===== config.mk =====
export PLATFORM = sky130hd
export DESIGN_NAME = reconfig_ctrl_16bit_flat
export DESIGN_NICKNAME = d
export VERILOG_FILES = /design/src/rtl/reconfig_ctrl_16bit_if.sv /design/src/rtl/reconfig_ctrl_16bit.sv /design/src/flat_wrapper.sv
export SDC_FILE = /design/constraint.sdc
export NUM_CORES = 1
export LEC_CHECK = 0
export ABC_CLOCK_PERIOD_IN_PS = 6100
export BUFFER_PORTS_ARGS = -buffer_cell sky130_fd_sc_hd__buf_2
export CAP_MARGIN = 20
export CORE_UTILIZATION = 55
export DETAILED_ROUTE_END_ITERATION = 12
export PLACE_DENSITY_LB_ADDON = 0.3
export SYNTH_ARGS = -nofsm -noshare
export SYNTH_HDL_FRONTEND = slang
export SYNTH_SLANG_ARGS = --single-unit

===== constraint.sdc =====
create_clock -name clk -period 6.1 [get_ports clk]
set_input_delay 0.915 -clock clk [delete_from_list [all_inputs] [get_ports clk]]
set_output_delay 0.915 -clock clk [all_outputs]
set_load 0.02 [all_outputs]

===== src/rtl/reconfig_ctrl_16bit_if.sv =====
// Bundle between the dual-rail datapath monitor and its sequencing controller.
// The master drives the rails and controls; the slave reports status.
interface reconfig_ctrl_16bit_if #(
    parameter int TRANS_W = 8
);
    logic               monitor_en;
    logic               clear;
    logic [15:0]        x0;
    logic [15:0]        y0;
    logic [15:0]        x1;
    logic [15:0]        y1;
    logic               logic_en;
    logic [15:0]        fault_map;
    logic [4:0]         fault_cnt;
    logic [TRANS_W-1:0] trans_cnt;
    logic               fatal;
    logic [2:0]         state;

    modport master (
        output monitor_en,
        output clear,
        output x0,
        output y0,
        output x1,
        output y1,
        input  logic_en,
        input  fault_map,
        input  fault_cnt,
        input  trans_cnt,
        input  fatal,
        input  state
    );

    modport slave (
        input  monitor_en,
        input  clear,
        input  x0,
        input  y0,
        input  x1,
        input  y1,
        output logic_en,
        output fault_map,
        output fault_cnt,
        output trans_cnt,
        output fatal,
        output state
    );
endinterface


===== src/rtl/reconfig_ctrl_16bit.sv =====
// Sequencing controller for the 16-bit dual-rail reconfiguration datapath:
// filters transient rail disagreements, confirms faults, escalates to fatal.
module reconfig_ctrl_16bit #(
    parameter int CONFIRM_CYCLES = 4,
    parameter int TRANS_W        = 8
) (
    input  logic                  clk,
    input  logic                  rst,
    reconfig_ctrl_16bit_if.slave  bus
);

    localparam logic [2:0] IDLE     = 3'd0;
    localparam logic [2:0] MONITOR  = 3'd1;
    localparam logic [2:0] CONFIRM  = 3'd2;
    localparam logic [2:0] RECONFIG = 3'd3;
    localparam logic [2:0] FAIL     = 3'd4;

    localparam logic [3:0] N = 4'(CONFIRM_CYCLES);
    localparam logic [TRANS_W-1:0] TRANS_ONE = {{(TRANS_W-1){1'b0}}, 1'b1};

    logic [2:0]         state_q;
    logic [2:0]         state_n;
    logic [3:0]         cnt_q;
    logic [3:0]         cnt_n;
    logic [3:0]         cnt_inc;
    logic [15:0]        cand_q;
    logic [15:0]        cand_n;
    logic [15:0]        map_q;
    logic [15:0]        map_n;
    logic [TRANS_W-1:0] trans_q;
    logic [TRANS_W-1:0] trans_n;
    logic               fatal_q;
    logic               fatal_n;

    logic [15:0] err;
    logic [15:0] unrec;
    logic        any_err;
    logic        any_unrec;
    logic [4:0]  pop;

    // A bit is suspect if either pair loses complementarity or the pairs
    // disagree; it is unrecoverable only when both pairs are broken.
    assign err = ~(bus.x0 ^ bus.y0) | ~(bus.x1 ^ bus.y1)
               | (bus.x0 ^ bus.x1) | (bus.y0 ^ bus.y1);
    assign unrec = ~(bus.x0 ^ bus.y0) & ~(bus.x1 ^ bus.y1);
    assign any_err   = |err;
    assign any_unrec = |unrec;
    assign cnt_inc   = cnt_q + 4'd1;

    always_comb begin
        state_n = state_q;
        cnt_n   = cnt_q;
        cand_n  = cand_q;
        map_n   = map_q;
        trans_n = trans_q;
        fatal_n = fatal_q;
        if (bus.clear) begin
            state_n = bus.monitor_en ? MONITOR : IDLE;
            cnt_n   = '0;
            cand_n  = '0;
            map_n   = '0;
            trans_n = '0;
            fatal_n = 1'b0;
        end else begin
            case (state_q)
                IDLE: begin
                    if (bus.monitor_en) begin
                        state_n = MONITOR;
                    end
                end
                MONITOR: begin
                    if (any_err) begin
                        cand_n = err;
                        if (N == 4'd1) begin
                            // Single-sample confirm: record now, counter
                            // restarts for unrecoverable tracking.
                            map_n   = map_q | err;
                            cnt_n   = '0;
                            state_n = RECONFIG;
                        end else begin
                            cnt_n   = 4'd1;
                            state_n = CONFIRM;
                        end
                    end else if (!bus.monitor_en) begin
                        state_n = IDLE;
                    end
                end
                CONFIRM: begin
                    if (any_err) begin
                        cand_n = cand_q | err;
                        if (cnt_inc == N) begin
                            map_n   = map_q | cand_q | err;
                            cnt_n   = '0;
                            state_n = RECONFIG;
                        end else begin
                            cnt_n = cnt_inc;
                        end
                    end else begin
                        if (trans_q != '1) begin
                            trans_n = trans_q + TRANS_ONE;
                        end
                        cand_n  = '0;
                        cnt_n   = '0;
                        state_n = MONITOR;
                    end
                end
                RECONFIG: begin
                    map_n = map_q | err;
                    if (any_unrec) begin
                        if (cnt_inc == N) begin
                            fatal_n = 1'b1;
                            state_n = FAIL;
                        end
                        cnt_n = cnt_inc;
                    end else begin
                        cnt_n = '0;
                    end
                end
                FAIL: begin
                    map_n   = map_q | err;
                    fatal_n = 1'b1;
                end
                default: begin
                    state_n = IDLE;
                end
            endcase
        end
    end

    always_ff @(posedge clk) begin
        if (rst) begin
            state_q <= IDLE;
            cnt_q   <= '0;
            cand_q  <= '0;
            map_q   <= '0;
            trans_q <= '0;
            fatal_q <= 1'b0;
        end else begin
            state_q <= state_n;
            cnt_q   <= cnt_n;
            cand_q  <= cand_n;
            map_q   <= map_n;
            trans_q <= trans_n;
            fatal_q <= fatal_n;
        end
    end

    always_comb begin
        pop = '0;
        for (int i = 0; i < 16; i++) begin
            pop = pop + {4'd0, map_q[i]};
        end
    end

    assign bus.logic_en  = (state_q == RECONFIG) || (state_q == FAIL);
    assign bus.fault_map = map_q;
    assign bus.fault_cnt = pop;
    assign bus.trans_cnt = trans_q;
    assign bus.fatal     = fatal_q;
    assign bus.state     = state_q;

endmodule


===== src/flat_wrapper.sv =====
// flat-port wrapper written by rule: the top's interface ports become plain ports
module reconfig_ctrl_16bit_flat 
#(
    parameter int CONFIRM_CYCLES = 4,
    parameter int TRANS_W        = 8
)
  (clk, rst, bus_monitor_en, bus_clear, bus_x0, bus_y0, bus_x1, bus_y1, bus_logic_en, bus_fault_map, bus_fault_cnt, bus_trans_cnt, bus_fatal, bus_state);
  reconfig_ctrl_16bit_if #(.TRANS_W(TRANS_W)) bus_i ();
  input  logic clk;
  input  logic rst;
  input wire logic [$bits(bus_i.monitor_en)-1:0] bus_monitor_en;
  input wire logic [$bits(bus_i.clear)-1:0] bus_clear;
  input wire logic [$bits(bus_i.x0)-1:0] bus_x0;
  input wire logic [$bits(bus_i.y0)-1:0] bus_y0;
  input wire logic [$bits(bus_i.x1)-1:0] bus_x1;
  input wire logic [$bits(bus_i.y1)-1:0] bus_y1;
  output wire logic [$bits(bus_i.logic_en)-1:0] bus_logic_en;
  output wire logic [$bits(bus_i.fault_map)-1:0] bus_fault_map;
  output wire logic [$bits(bus_i.fault_cnt)-1:0] bus_fault_cnt;
  output wire logic [$bits(bus_i.trans_cnt)-1:0] bus_trans_cnt;
  output wire logic [$bits(bus_i.fatal)-1:0] bus_fatal;
  output wire logic [$bits(bus_i.state)-1:0] bus_state;
  assign bus_i.monitor_en = bus_monitor_en;
  assign bus_i.clear = bus_clear;
  assign bus_i.x0 = bus_x0;
  assign bus_i.y0 = bus_y0;
  assign bus_i.x1 = bus_x1;
  assign bus_i.y1 = bus_y1;
  assign bus_logic_en = bus_i.logic_en;
  assign bus_fault_map = bus_i.fault_map;
  assign bus_fault_cnt = bus_i.fault_cnt;
  assign bus_trans_cnt = bus_i.trans_cnt;
  assign bus_fatal = bus_i.fatal;
  assign bus_state = bus_i.state;
  reconfig_ctrl_16bit #(.CONFIRM_CYCLES(CONFIRM_CYCLES), .TRANS_W(TRANS_W)) u_core (.clk(clk), .rst(rst), .bus(bus_i));
endmodule

; ---- Word-level counts from Yosys, hierarchy flattened
; Index checks and enable logic that the tools add are counted.
[totals]
regBits = 48
inputBits = 68
output_inout_bits = 34
wordCells = 95
[op_classes]
add_sub_neg = 17
n_eq_ne = 17
muxes = 24
bitwise_logic = 15
reduce_logical = 16
[ops]
columns = cell, count
row1 = 16-bit bitwise OR, 7
row2 = 5-bit by 1-bit adder with 5-bit output, 14
row3 = 16-bit 2-to-1 mux, 4
row4 = 16-bit case mux with 2 select lines, 2
row5 = 16-bit bitwise XOR, 4
row6 = 16-bit inverter, 2
row7 = 16-bit OR reduction, 2
row8 = 3-bit 2-to-1 mux, 8
row9 = 16-bit bitwise AND, 1
row10 = 4-bit 2-to-1 mux, 4
row11 = 3-bit case mux with 5 select lines, 1
row12 = 4-bit case mux with 3 select lines, 1
row13 = "2-bit by 1-bit != test with 1-bit output, second input constant", 5
row14 = 3-bit AND reduction, 3
row15 = "8-bit by 1-bit adder with 8-bit output, second input constant", 1
row16 = "8-bit != test, second input constant", 1
row17 = "3-bit by 2-bit equality test with 1-bit output, second input constant", 2
row18 = "3-bit by 2-bit != test with 1-bit output, second input constant", 2
row19 = 6-bit AND reduction, 1
row20 = 2-bit nonzero test, 3
row21 = "4-bit by 1-bit adder with 4-bit output, second input constant", 1
row22 = "4-bit by 3-bit equality test with 1-bit output, second input constant", 1
row23 = "4-bit by 3-bit != test with 1-bit output, second input constant", 1
row24 = "4-bit != test, second input constant", 1
row25 = 13 further kinds, 17

; ---- Depth between registers and ports, before layout
[logic_depth]
ltp_word = 15
mapped_depth = 14
ltp_nobuf = 14

; ---- Worst setup path after synthesis
; Ideal clock, no wire load.
[synth_path]
path_type = register -> output
startpoint = reg u_core.map_q[1] (netlist: u_core.bus.fault_map[1])
endpoint = out bus_fault_cnt[2]
arrival_time_ps = 3752
required_ps = 5185
path_slack_ps = 1433
path_stages_with_launch = 14
n_path_buf = 0
path_cell_list = dfxtp_1 -> ha_1 -> inv_1 -> fa_1 -> inv_1 -> fa_1 -> fa_1 -> inv_1 -> fa_1 -> inv_1 -> fa_1 -> inv_1 -> fa_1 -> xnor2_1
[synth_between]
elab_chain_len = 15
[synth_rtl]
columns = element, line_no
row1 = "start, declared", reconfig_ctrl_16bit.sv:28  ; logic [15:0] map_q;
row2 = "start signal, assigned", reconfig_ctrl_16bit.sv:142  ; map_q <= map_n;
row3 = 1-bit by 1-bit adder with 2-bit output, reconfig_ctrl_16bit.sv:151  ; pop = pop + {4'd0, map_q[i]};
row4 = 5-bit by 1-bit adder with 5-bit output (14 in series), reconfig_ctrl_16bit.sv:151
row5 = "end, declared", flat_wrapper.sv:19  ; output wire logic [$bits(bus_i.fault_cnt)-1:0] bus_fault_cnt;
; Every way passes these cells.

; ---- Worst setup path in the final report
[layout_path]
startpoint = reg u_core.map_q[0] (netlist: u_core.bus.fault_map[0])
endpoint = out bus_fault_cnt[1]
; Same word-level chain as after synthesis.

==> impl_table.tex <==
\begin{tabular}{lr}
\hline
Metric & Value \\
\hline
\multicolumn{2}{l}{\textbf{Timing}} \\
Worst slew margin relative to its limit & 56.0\% \\
Final setup skew & 0.00597 ns \\
Maximum operating frequency & 198 MHz \\
Total count of max-transition violations in the final report & 0 \\
Setup repair after global routing missed its margin & no \\
Final Hold Fails & 0 \\
Number of setup violations in the final report & 0 \\
Worst slew pin tran & 0.659 ns \\
Ratio of final minimum period to clock period & 82.6\% \\
Shortest period the worst path allows & 5.04 ns \\
Total Neg Setup Slack & 0 ns \\
\multicolumn{2}{l}{\textbf{Synthesis}} \\
Proportion of synthesized chip area in sequential cells & 30.7\% \\
Number of flops mapped to enable cells by yosys & 0 \\
Most common flop cell mapped by yosys & dfxtp\_1 \\
Asr flop ratio synth & 0\% \\
Syn nets & 439 \\
Gate Count Post-Synth & 353 \\
Netlist area before placement & 3130 µm² \\
Number of warnings printed during yosys synthesis & 0 \\
Number of library cell types mapped by synthesis & 46 \\
Count of state elements after synthesis & 48 \\
Synthesized area divided by synthesized cell count & 8.88 µm² \\
\multicolumn{2}{l}{\textbf{Place}} \\
DP HPWL & 6060 µm \\
Quantity of I/O buffers inserted on ports & 101 \\
Final weighted congestion of routability-driven global placement & 0.808 \\
Cell count after placement & 514 \\
\multicolumn{2}{l}{\textbf{Clock tree}} \\
Setup Buffers After CTS & 0 \\
Reg clk slew, reported paths & 0.09 ns \\
Number of buffers inserted during clock tree synthesis & 5 \\
Number of hold buffers added after cts & 0 \\
Worst-skew pair later-pin latency & 0.30 ns \\
Number of buffers between clock root and the deepest sink & 2 \\
Clock tree from TritonCTS & yes \\
Clock Tree Root & clkbuf\_8 \\
Number of clock sinks & 48 \\
Number of instances resized during post-cts repair & 0 \\
Level count of the clock H-tree & 2 \\
\multicolumn{2}{l}{\textbf{Setup path}} \\
Classification of the worst setup path & reg -> out \\
Startpoint of the worst register-to-register path & u\_core.cnt\_q[0]\$\_SDFFE\_PP0P\_ \\
Largest fanout on the critical path & 4 \\
Arrival time at the worst endpoint & 4.13 ns \\
Minimum setup slack among reg-to-reg paths & 3.62 ns \\
Kind of capture point of the worst setup path & output pin \\
Critical Path Source Type & register \\
Number of cell instances on the worst register-to-register path & 7 \\
Reg-to-Reg End & u\_core.bus.fault\_map[10]\$\_SDFFE\_PP0P\_ \\
Worst EP required & 5.18 ns \\
\multicolumn{2}{l}{\textbf{Finish}} \\
Area growth syn-to-layout & 21.5\% \\
Non-Filler Instances & 521 \\
Fraction of final layout cells with drive strength greater than 1 & 26.9\% \\
Final net count & 535 \\
Count of inserted antenna diode cells & 0 \\
\multicolumn{2}{l}{\textbf{Global route}} \\
Maximum number of pins on one net before global-route repair & 31 \\
Tot GR Track Use & 27.8\% \\
Initial antenna violation count & 0 \\
Global-route wire length before repair & 13300 µm \\
Remaining Overflow, GRT & 0 \\
Vias in the first global route & 2896 \\
\multicolumn{2}{l}{\textbf{Hold path}} \\
Start point of the worst hold path & u\_core.bus.fatal\$\_SDFFE\_PP0P\_ \\
Hold-critical path endpoint & u\_core.bus.fatal\$\_SDFFE\_PP0P\_ \\
Hold Crit Depth & 2 \\
Class of the most critical hold timing path & reg -> reg \\
\multicolumn{2}{l}{\textbf{Flow run}} \\
Max cap viols & 0 \\
\multicolumn{2}{l}{\textbf{Die}} \\
Vert. Die Dim & 77.5 µm \\
I/O Pins & 102 \\
Number of rows created at floorplan & 27 \\
Width of the die & 77.5 µm \\
Initial cell density of the core & 56.9\% \\
Std-Cell Core Area & 5510 µm² \\
Die area & 6000 µm² \\
\multicolumn{2}{l}{\textbf{Route}} \\
Routed vias & 3095 \\
Number of detailed-route iterations in the first pass & 5 \\
Post-DRT Antenna Nets & 0 \\
DRC violation count after routing & 0 \\
WL/cell & 15.6 µm \\
Routed wire length & 8130 µm \\
Via density per instance & 5.94 \\
Drt first-iter violations & 190 \\
\multicolumn{2}{l}{\textbf{Power}} \\
Worst IR Drop VDD & 0.200 mV \\
Static Leakage & 1.64 nW \\
Cell area power density & 186 nW/µm² \\
\multicolumn{2}{l}{\textbf{Outcome}} \\
Status & completed \\
\hline
\end{tabular}
logic make-up (layout without fill, tap and decap cells):
logic type	Yosys count	after routing	synth area share, %
AND/OR/NAND/NOR	125	125	23.5
multiplexers	3	3	0.998
AO/OA/AOI/OAI	90	90	22.2
adder cells (fa/ha/maj)	18	18	9.58
flip-flops	48	48	30.7
XOR/XNOR	28	28	7.82
buffers and inverters	41	137	5.23
worst max-delay path, cell delays in order, from the launching register on:
cell     delay, ns
dfxtp_1       0.34
ha_1          0.28
inv_1         0.04
fa_1          0.47
inv_1         0.05
fa_1          0.47
fa_1          0.51
inv_1         0.05
fa_1          0.48
inv_1         0.05
fa_1          0.38
inv_1         0.08
fa_1          0.40
inv_1         0.06
buf_2         0.15
cell usage after synthesis, types with 4 or more instances:
cell type	count	share of area, %
a311oi_1	4	1.1
a22o_1	17	4.8
fa_1	10	6.4
inv_1	28	3.4
ha_1	8	3.2
nor4_1	17	3.4
nor2b_1	32	6.4
and4bb_2	8	3.2
xor2_1	17	4.8
xnor2_1	11	3.1
a211oi_1	30	7.2
a21oi_1	5	0.80
dfxtp_1	48	31
a31oi_1	6	1.2
clkbuf_1	10	1.2
nand2_1	7	0.84
nor2_1	37	4.4
o22ai_1	4	0.80
nand3_1	4	0.64
nor3_1	5	0.80
a22oi_1	7	1.7
layer usage:
layer	GRT usage (%)	vias up	routed length (µm)
met2	47.3	132	3960
met4	10.0	0	129
met3	6.35	13	597
met5	0	-	0
met1	34.2	1460	3440
li1	-	1490	-
worst max-delay path by stage:
stage / start / endpoint / slack (ns) / cells past startpoint
after floorplan: u_core.bus.fault_map[1]$_SDFFE_PP0P_ / bus_fault_cnt[2] / 1.43 / 13
after global placement: u_core.bus.fault_map[0]$_SDFFE_PP0P_ / bus_fault_cnt[1] / 1.44 / 14
after detailed placement: u_core.bus.fault_map[0]$_SDFFE_PP0P_ / bus_fault_cnt[1] / 1.39 / 14
after CTS: u_core.bus.fault_map[0]$_SDFFE_PP0P_ / bus_fault_cnt[1] / 1.06 / 14
after global routing: u_core.bus.fault_map[0]$_SDFFE_PP0P_ / bus_fault_cnt[1] / 0.90 / 14
final: u_core.bus.fault_map[0]$_SDFFE_PP0P_ / bus_fault_cnt[1] / 1.06 / 14
cell type report:
type / count / area [µm²]
flip-flops and latches: 48 / 961
inverters: 28 / 105
clock inverters: 2 / 60.1
clock buffers: 5 / 68.8
repair buffers: 102 / 513
fillers: 469 / 1700
multi-input cells: 264 / 2010
well taps: 72 / 90.1
registers in the layout, indices dropped and copies added (netlist names):
| signal | flops |
|---|---|
| u_core.bus.fault_map | 16 |
| u_core.cand_q | 16 |
| u_core.bus.trans_cnt | 8 |
| u_core.cnt_q | 4 |
| u_core.bus.state | 3 |
| u_core.bus.fatal | 1 |
layout by cell type (no fill, tap or decap), types with 2 or more instances in the layout:
master and n:
o22ai_1 4, nor3_1 5, nand2b_1 3, nor4_1 17, a31oi_1 6, ha_1 8
nor4bb_1 3, nand4_1 3, and4bb_2 8, bufinv_16 2, buf_2 101, mux2i_1 2
and4bb_1 2, a21o_1 3, fa_1 10, or2_2 2, nand2_1 7, inv_1 28
a22o_1 17, a21oi_1 5, xor2_1 17, a21boi_0 2, a211oi_1 30, dfxtp_1 48
a22oi_1 7, nor2_1 37, clkbuf_8 5, a311oi_1 4, nand3_1 4, nor2b_1 32
xnor2_1 11
where the power goes:
group | leakage (nW) | total [mW] | switching (mW) | internal, mW
Combinational | 1.19 | 0.112 | 0.0600 | 0.0515
Clock | 0.0642 | 0.269 | 0.108 | 0.161
Sequential | 0.389 | 0.329 | 0.00756 | 0.321
Total | 1.64 | 0.709 | 0.175 | 0.534
through the flow:
stage | power [mW] | area [µm²] | utilization, % | worst slack [ns] | hold slack, ns
after floorplan | 0.400 | 3130 | - | 1.43 | 0.443
after global placement | 0.441 | 3680 | 66.8 | 1.44 | 0.431
after detailed placement | 0.445 | 3680 | 66.8 | 1.39 | 0.446
after CTS | 0.708 | 3810 | 69.1 | 1.06 | 0.460
after global routing | 0.736 | 3810 | 69.1 | 0.904 | 0.492
final | 0.709 | 3810 | 69.1 | 1.06 | 0.459
No activity file was read; power rests on OpenSTA's default activity.
